## src/rtl/serial_adder.sv

```systemverilog
// Bit-serial WIDTH-bit adder: one operand bit pair per clock, LSB first, through a
// single full_adder cell with the carry held in a flip-flop between bits.

module full_adder (
    output logic sum,
    output logic c_out,
    input  logic a,
    input  logic b,
    input  logic c_in
);
    assign sum   = a ^ b ^ c_in;
    assign c_out = (a & b) | (c_in & (a ^ b));
endmodule

module serial_adder #(
    parameter int WIDTH = 8  // legal range 2..32
) (
    input  logic             clk,
    input  logic             rst_n,
    input  logic             start,
    input  logic [WIDTH-1:0] a,
    input  logic [WIDTH-1:0] b,
    input  logic             c_in,
    output logic             busy,
    output logic             done,
    output logic [WIDTH-1:0] sum,
    output logic             c_out
);
    localparam int CW = (WIDTH > 1) ? $clog2(WIDTH) : 1;
    localparam logic [CW-1:0] CNT_LAST = CW'(WIDTH - 1);

    localparam logic [1:0] ST_IDLE = 2'd0;
    localparam logic [1:0] ST_ADD  = 2'd1;
    localparam logic [1:0] ST_DONE = 2'd2;

    logic [1:0]       state_reg, state_next;
    logic [WIDTH-1:0] sa_reg, sa_next;
    logic [WIDTH-1:0] sb_reg, sb_next;
    logic [WIDTH-1:0] acc_reg, acc_next;
    logic             carry_reg, carry_next;
    logic [CW-1:0]    cnt_reg, cnt_next;
    logic [WIDTH-1:0] sum_reg, sum_next;
    logic             c_out_reg, c_out_next;
    logic             busy_reg, busy_next;
    logic             done_reg, done_next;

    logic             fa_sum;
    logic             fa_c_out;
    logic [WIDTH-1:0] sa_shift;
    logic [WIDTH-1:0] sb_shift;
    logic [WIDTH-1:0] acc_shift;

    full_adder u_fa (
        .sum   (fa_sum),
        .c_out (fa_c_out),
        .a     (sa_reg[0]),
        .b     (sb_reg[0]),
        .c_in  (carry_reg)
    );

    // Operands drain towards bit 0; each new sum bit enters the result at the MSB,
    // so after WIDTH shifts the first (LSB) sum bit has reached bit 0.
    genvar gi;
    generate
        for (gi = 0; gi < WIDTH - 1; gi++) begin : g_shift
            assign sa_shift[gi]  = sa_reg[gi+1];
            assign sb_shift[gi]  = sb_reg[gi+1];
            assign acc_shift[gi] = acc_reg[gi+1];
        end
    endgenerate
    assign sa_shift[WIDTH-1]  = 1'b0;
    assign sb_shift[WIDTH-1]  = 1'b0;
    assign acc_shift[WIDTH-1] = fa_sum;

    always_comb begin
        state_next = state_reg;
        sa_next    = sa_reg;
        sb_next    = sb_reg;
        acc_next   = acc_reg;
        carry_next = carry_reg;
        cnt_next   = cnt_reg;
        sum_next   = sum_reg;
        c_out_next = c_out_reg;
        case (state_reg)
            ST_IDLE: begin
                if (start) begin
                    sa_next    = a;
                    sb_next    = b;
                    carry_next = c_in;
                    cnt_next   = '0;
                    state_next = ST_ADD;
                end
            end
            ST_ADD: begin
                carry_next = fa_c_out;
                acc_next   = acc_shift;
                sa_next    = sa_shift;
                sb_next    = sb_shift;
                cnt_next   = cnt_reg + CW'(1);
                if (cnt_reg == CNT_LAST) begin
                    state_next = ST_DONE;
                end
            end
            ST_DONE: begin
                sum_next   = acc_reg;
                c_out_next = carry_reg;
                state_next = ST_IDLE;
            end
            default: begin
                state_next = ST_IDLE;
            end
        endcase
        // Flags are registered from the next state so they line up with it.
        busy_next = (state_next == ST_ADD) || (state_next == ST_DONE);
        done_next = (state_reg == ST_DONE);
    end

    always_ff @(posedge clk) begin
        if (!rst_n) begin
            state_reg <= ST_IDLE;
            sa_reg    <= '0;
            sb_reg    <= '0;
            acc_reg   <= '0;
            carry_reg <= 1'b0;
            cnt_reg   <= '0;
            sum_reg   <= '0;
            c_out_reg <= 1'b0;
            busy_reg  <= 1'b0;
            done_reg  <= 1'b0;
        end else begin
            state_reg <= state_next;
            sa_reg    <= sa_next;
            sb_reg    <= sb_next;
            acc_reg   <= acc_next;
            carry_reg <= carry_next;
            cnt_reg   <= cnt_next;
            sum_reg   <= sum_next;
            c_out_reg <= c_out_next;
            busy_reg  <= busy_next;
            done_reg  <= done_next;
        end
    end

    assign busy  = busy_reg;
    assign done  = done_reg;
    assign sum   = sum_reg;
    assign c_out = c_out_reg;

endmodule
```

## config.mk

```make
export PLATFORM = sky130hd
export DESIGN_NAME = serial_adder
export DESIGN_NICKNAME = d
export VERILOG_FILES = /design/src/rtl/serial_adder.sv
export SDC_FILE = /design/constraint.sdc
export NUM_CORES = 1
export LEC_CHECK = 0
export ABC_AREA = 1
export CAP_MARGIN = 0
export CORE_UTILIZATION = 55
export DETAILED_ROUTE_END_ITERATION = 7
export PLACE_DENSITY = 0.81
export RECOVER_POWER = 25
export SYNTH_ARGS = -nofsm -noshare
export SYNTH_HDL_FRONTEND = slang
export SYNTH_HIERARCHICAL = 1
export SYNTH_SLANG_ARGS = --single-unit
```

## constraint.sdc

```tcl
create_clock -name clk -period 1.7 [get_ports clk]
set_input_delay 0.17 -clock clk [delete_from_list [all_inputs] [get_ports clk]]
set_output_delay 0.17 -clock clk [all_outputs]
set_load 0.05 [all_outputs]
```

==> summary.txt, run 1 <==
Critical path
  – Crit. End Element: output port
  – Setup crit start kind: flip-flop
  – Crit Path Class: flip-flop to output port
  – CP Launch Point: busy
  – Worst R2R Start: state_reg[1]
  – Crit path cell chain: clkdlybuf4s50_1
  – Crit Path Max Fanout: 1
  – Worst EP required: 1.53 ns
  – WP buf/inv: 1
  – Crit path DAT: 1.47 ns
  – CP max stage cell: clkdlybuf4s50_1
  – Worst path max stage delay: 0.79 ns
  – Delay-heaviest family, CP: buffers and inverters

Synth
  – Post-Synth Simple-Gate Area: 0.345
  – Post-synthesis xor/xnor area fraction: 0
  – Post-synthesis adder-cell area fraction: 0.0255
  – Seq/Total Area, Yosys: 0.464
  – Synth Area per Inst: 6.70 um^2
  – Area share of the largest cell type after synthesis: 0.464
  – Multiplexer area fraction after synthesis: 0
  – Post-synthesis compound-gate area fraction: 0.0679
  – Post-Syn Area: 1770 um^2
  – Gate Count Post-Synth: 264
  – Synth cell types: 18
  – Synthesized Nets: 287
  – Largest family of logic cells by synthesized area: simple AND/OR/NAND/NOR gates
  – Synth area leaders: dfxtp_1 46%, nor2_1 18%, nand2_1 14%
  – Synth Register Bits: 41
  – Ys Warns: 6
  – Cell taking the most area after synthesis: dfxtp_1

STA
  – Final setup violation count: 0
  – Setup TNS Final: 0 ns
  – Final Max Tran Viols: 0
  – Final Critical Period: 1.64 ns
  – Worst-Margin Slew: 0.504 ns
  – Final hold violations: 0
  – Clk_skew: 0.0101 ns
  – Fin crit share: 0.967
  – RSZ-0062 raised after global routing: no
  – Slew margin rel.: 0.663
  – Fmax: 609 MHz

Die
  – Io pins: 31
  – Chip Width: 58.7 um
  – Core area: 3050 um^2
  – Initial core utilization: 0.579
  – Die H: 58.7 um
  – FP Rows: 20
  – Die ar.: 3450 um^2

Final layout
  – Non-filler cells, final: 339
  – Most frequent cells in the layout: 84 x nor2_1, 69 x nand2_1, 41 x dfxtp_1, 25 x inv_1, 20 x clkdlybuf4s50_1
  – Filler instances: 284
  – Commonest non-fill, non-tap cell in the layout: nor2_1
  – Synth-to-layout area growth: 23.6%
  – Nets: 317
  – Antenna Cells: 0
  – Proportion of layout cells with a drive suffix above 1: 0.0475

Global route
  – Grt total ovfl: 0
  – Antenna violations before repair: 0
  – Largest net degree at the start of global routing: 27
  – Gr usage total: 0.209
  – Vias in the first global route: 1,313
  – First-pass GRT wire length: 5470 um

Clock network
  – Max Root-Sink Buffers: 2
  – CTS clk-pin slew, worst paths: 0.13 ns
  – CTS buffer count: 5
  – CTS Hold Bufs: 0
  – CTS tree: built
  – Root buf cell: clkbuf_4
  – Clk sinks: 41
  – Post-CTS Setup Bufs: 0
  – CTS H-tree depth: 2
  – Clock latency on the worst-skew pair: 0.36 ns

Drt
  – Starting DRT DRC Count: 82
  – Routed len/inst: 9.49 um
  – Avg Vias per Cell: 4.68
  – Final ANT Viol Nets: 0
  – Detailed Routing Iterations Pass 1: 6
  – Total wire length: 3220 um
  – DR vias: 1,585
  – Post-route DRC: 0

Place
  – Post-DP HPWL: 2180 um
  – RD Place Congestion: 0.751
  – IO Port Bufs: 30
  – Post-Place Cells: 331

Worst hold path
  – Hold Crit Start: a[7]
  – Worst min path class: input port to flip-flop

Flow run
  – Max Cap Violations: 0

Power and ir drop
  – Peak VDD IR: 694 uV
  – Static leakage: 1.22 nW
  – Power per cell area: 890 nW/um^2

Run status
  – Status: completed
## power breakdown
part	internal, mW	leakage, nW	total, mW	switching (mW)
registers	1.01	0.337	1.04	0.0283
logic	0.113	0.844	0.259	0.146
clock network	0.313	0.0424	0.642	0.329
## path summary, 6_finish.rpt
path / cells after the start / slack, ns / to
worst min register to register: 2 / 0.48 / sa_reg[7]
worst max register to register: 6 / 0.20 / sb_reg[6]
worst min-delay path: 3 / 0.38 / sa_reg[7]
worst max-delay path: 1 / 0.06 / busy
## cell usage after synthesis
library cell	n
buf_4	1
inv_2	1
o21ai_1	1
ha_1	2
clkinv_1	1
fa_1	1
inv_1	24
dfxtp_1	41
o21ai_0	18
nand2_2	2
buf_2	3
nand3_1	3
nand2_1	68
clkbuf_1	5
nor2_1	84
buf_6	3
a21oi_1	5
nor2_4	1
## worst register-to-register path, stage by stage (launching register included)
cell	delay, ns
dfxtp_1	0.33
inv_1	0.16
nand2_1	0.30
nand2_2	0.35
nand2_1	0.09
nor2_1	0.12
nor2_1	0.05
## through the flow
step | worst slack, ns | power, mW | hold slack, ns | area (um^2) | utilization
6_report | 0.0567 | 1.94 | 0.382 | 2190 | 0.716
3_3_place_gp | 0.333 | 1.32 | 0.453 | 2090 | 0.683
2_1_floorplan | 0.631 | 1.25 | 0.334 | 1770 | -
5_1_grt | 0.0107 | 2.05 | 0.389 | 2190 | 0.716
3_5_place_dp | 0.321 | 1.33 | 0.458 | 2090 | 0.683
4_1_cts | 0.00342 | 1.95 | 0.377 | 2170 | 0.709
## final cells by class
cell class / instances / area [um^2] / share of cell area
flip-flops and latches: 41 / 821 / 0.376
multi-input cells: 185 / 772 / 0.353
repair buffers: 35 / 360 / 0.165
inverters: 26 / 97.6 / 0.0446
well taps: 44 / 55.1 / 0.0252
clock buffers: 6 / 41.3 / 0.0189
clock inverters: 2 / 38.8 / 0.0177
## timing repair
item                                    in CTS  in global routing
endpoints found under the setup margin       0                 10
hold endpoints to repair                     0                  0
resized for setup                            0                 10
## metal layers
layer | vias up | GRT usage | share of wire
li1 | 847 | - | -
met1 | 692 | 0.255 | 0.48
met2 | 40 | 0.350 | 0.46
met3 | 6 | 0.0681 | 0.048
met4 | 0 | 0.0680 | 0.012
met5 | - | 0 | 0
## cells by family (layout without fill, tap and decap cells)
logic type | count (synthesis) | count (layout)
adder cells (fa/ha/maj) | 3 | 3
AO/OA/AOI/OAI | 24 | 24
flip-flops | 41 | 41
buffers and inverters | 38 | 69
AND/OR/NAND/NOR | 158 | 158
(Power assumes the default switching activity.)
==> run 2: changes to the inputs <==
--- a/config.mk
+++ b/config.mk
@@ -8,6 +8,7 @@
 export ABC_AREA = 1
 export CAP_MARGIN = 0
 export CORE_UTILIZATION = 55
+export CTS_BUF_LIST = sky130_fd_sc_hd__clkbuf_16
 export DETAILED_ROUTE_END_ITERATION = 7
 export PLACE_DENSITY = 0.81
 export RECOVER_POWER = 25
==> run 2 against run 1 <==
Final area rose by 3.0%. Hold slack gained 0.083 ns. Sequential power about the same. Critical path depth unchanged. Setup slack better by 0.060 ns. Clock power grew 64%. Power increased by 21%. Wire length rose by 5.5%. Clock skew decreased by 0.0068 ns. First-iteration DRC count up 4.9%. Largest cell class unchanged. Largest power group is now clock.
==> summary.txt, run 2 (same netlist as run 1, synthesis figures left out) <==
Die
  – Chip Width: 58.7 um (unchanged)
  – Io pins: 31 (unchanged)
  – Die ar.: 3450 um^2 (unchanged)
  – Core area: 3050 um^2 (unchanged)
  – Die H: 58.7 um (unchanged)
  – Initial core utilization: 0.579 (unchanged)
  – FP Rows: 20 (unchanged)

Critical path
  – Crit Path Class: flip-flop to output port
  – Crit path cell chain: clkdlybuf4s50_1
  – Setup crit start kind: flip-flop
  – WP buf/inv: 1 (unchanged)
  – Crit path DAT: 1.41 ns (-0.06 ns)
  – Crit Path Max Fanout: 2 (+1)
  – Crit. End Element: output port
  – Worst EP required: 1.53 ns (about the same)
  – CP max stage cell: clkdlybuf4s50_1
  – Worst path max stage delay: 0.80 ns (about the same)
  – Delay-heaviest family, CP: buffers and inverters

Place
  – Post-DP HPWL: 2180 um (unchanged)
  – IO Port Bufs: 30 (unchanged)
  – DP Area: 2090 um^2 (unchanged)
  – RD Place Congestion: 0.751 (unchanged)

Drt
  – Routed len/inst: 10.0 um (+5.5%)
  – Final ANT Viol Nets: 0 (unchanged)
  – Avg Vias per Cell: 4.69 (+0.38%)
  – Total wire length: 3390 um (+5.5%)
  – DR vias: 1,591 (+0.38%)
  – Starting DRT DRC Count: 86 (+4.9%)
  – Detailed Routing Iterations Pass 1: 4 (-2)
  – Post-route DRC: 0 (unchanged)

Final layout
  – Commonest non-fill, non-tap cell in the layout: nor2_1
  – Nets: 317 (unchanged)
  – Proportion of layout cells with a drive suffix above 1: 0.0508 (+0.00339)
  – Post-route cell area: 2250 um^2 (+3.0%)
  – Most frequent cells in the layout: 84 x nor2_1, 68 x nand2_1, 41 x dfxtp_1, 30 x clkdlybuf4s50_1, 26 x inv_1
  – Synth-to-layout area growth: 27.3%
  – Antenna Cells: 0 (unchanged)

Power and ir drop
  – Total Power: 2.36 mW (+21%)
  – Peak VDD IR: 953 uV (+37%)
  – Internal: 1.82 mW (+26%)
  – Switching fraction of total power: 0.230 (-0.0290)
  – Static leakage: 1.08 nW (-12%)
  – Combinational fraction of design power: 0.111 (-0.022)
  – Power per cell area: 1050 nW/um^2 (+18%)
  – Switching pwr: 0.543 mW (+7.8%)
  – Clk pwr share: 0.446 (+0.116)
  – Seq pwr share: 0.443 (-0.093)

Clock network
  – Post-CTS Setup Bufs: 0 (unchanged)
  – Max Root-Sink Buffers: 2 (unchanged)
  – CTS tree: built
  – Root buf cell: clkbuf_16
  – CTS Hold Bufs: 0 (unchanged)
  – CTS buffer count: 5 (unchanged)
  – Post-CTS Resized: 0 (unchanged)
  – Clk sinks: 41 (unchanged)
  – Clock latency on the worst-skew pair: 0.28 ns (-0.08 ns)
  – CTS clk-pin slew, worst paths: 0.06 ns (-0.07 ns)
  – CTS H-tree depth: 2 (unchanged)

STA
  – Final Critical Period: 1.58 ns (-0.0603 ns)
  – Clk_skew: 0.00334 ns (-0.00675 ns)
  – Fmax: 632 MHz (+3.8%)
  – Worst-Margin Slew: 0.498 ns (-0.00669 ns)
  – Final Max Tran Viols: 0 (unchanged)
  – Setup TNS Final: 0 ns (unchanged)
  – Final setup violation count: 0 (unchanged)
  – Slew margin rel.: 0.667 (+0.00397)
  – Final hold violations: 0 (unchanged)
  – RSZ-0062 raised after global routing: no
  – Fin crit share: 0.931 (-0.0355)

Run status
  – Status: completed

Flow run
  – Max Cap Violations: 0 (unchanged)

Global route
  – Vias in the first global route: 1,405 (+7.0%)
  – Gr usage total: 0.227 (+0.0180)
  – Antenna violations before repair: 0 (unchanged)
  – First-pass GRT wire length: 5820 um (+6.4%)
  – Largest net degree at the start of global routing: 27 (unchanged)
  – Grt total ovfl: 0 (unchanged)

Worst hold path
  – Worst min path class: flip-flop to flip-flop
run 2: final cells by class:
cell class / count / area (um^2)
sequential: 41 / 821
fill: 269 / 802
multi-input combinational: 185 / 774
timing repair buffer: 35 / 335
clock buffer: 5 / 125
inverter: 26 / 97.6
tap: 44 / 55.1
clock inverter: 3 / 42.5
run 2: final timing paths:
path / startpoint / endpoint / slack (ns) / depth (start not counted)
min: sa_reg[7] / sa_reg[7] / 0.46 / 2
min reg2reg: sa_reg[7] / sa_reg[7] / 0.46 / 2
max reg2reg: state_reg[1] / sb_reg[6] / 0.31 / 6
max: sum[2] / sum[2] / 0.12 / 1
run 2: tightest hold or removal path, stage by stage (launching register included):
cell and delay, ns:
dfxtp_1 0.31, nand2_1 0.06, a21oi_1 0.05
run 2: routing by layer:
layer,global-route usage,vias up,part of all wire
met3,0.0681,7,0.040
met5,0,-,0
met1,0.262,701,0.47
li1,-,845,-
met2,0.384,38,0.47
met4,0.109,0,0.019
run 2: power by group through the flow:
| stage | sequential, mW | combinational [mW] | clock (mW) |
|---|---|---|---|
| 3_3_place_gp | 1.06 | 0.258 | 0 |
| 5_1_grt | 1.05 | 0.305 | 1.12 |
| 6_report | 1.04 | 0.263 | 1.05 |
| 2_1_floorplan | 1.06 | 0.184 | 0 |
| 4_1_cts | 1.04 | 0.266 | 1.07 |
| 3_5_place_dp | 1.07 | 0.261 | 0 |
run 2: stage by stage:
stage          setup slack [ns]  utilization  instances  hold slack [ns]
4_1_cts                   0.111        0.738        339            0.467
3_5_place_dp              0.321        0.683        331            0.458
6_report                  0.117        0.737        339            0.465
3_3_place_gp              0.333        0.683        331            0.453
5_1_grt                  0.0785        0.737        339            0.497
2_1_floorplan             0.631            -        264            0.334
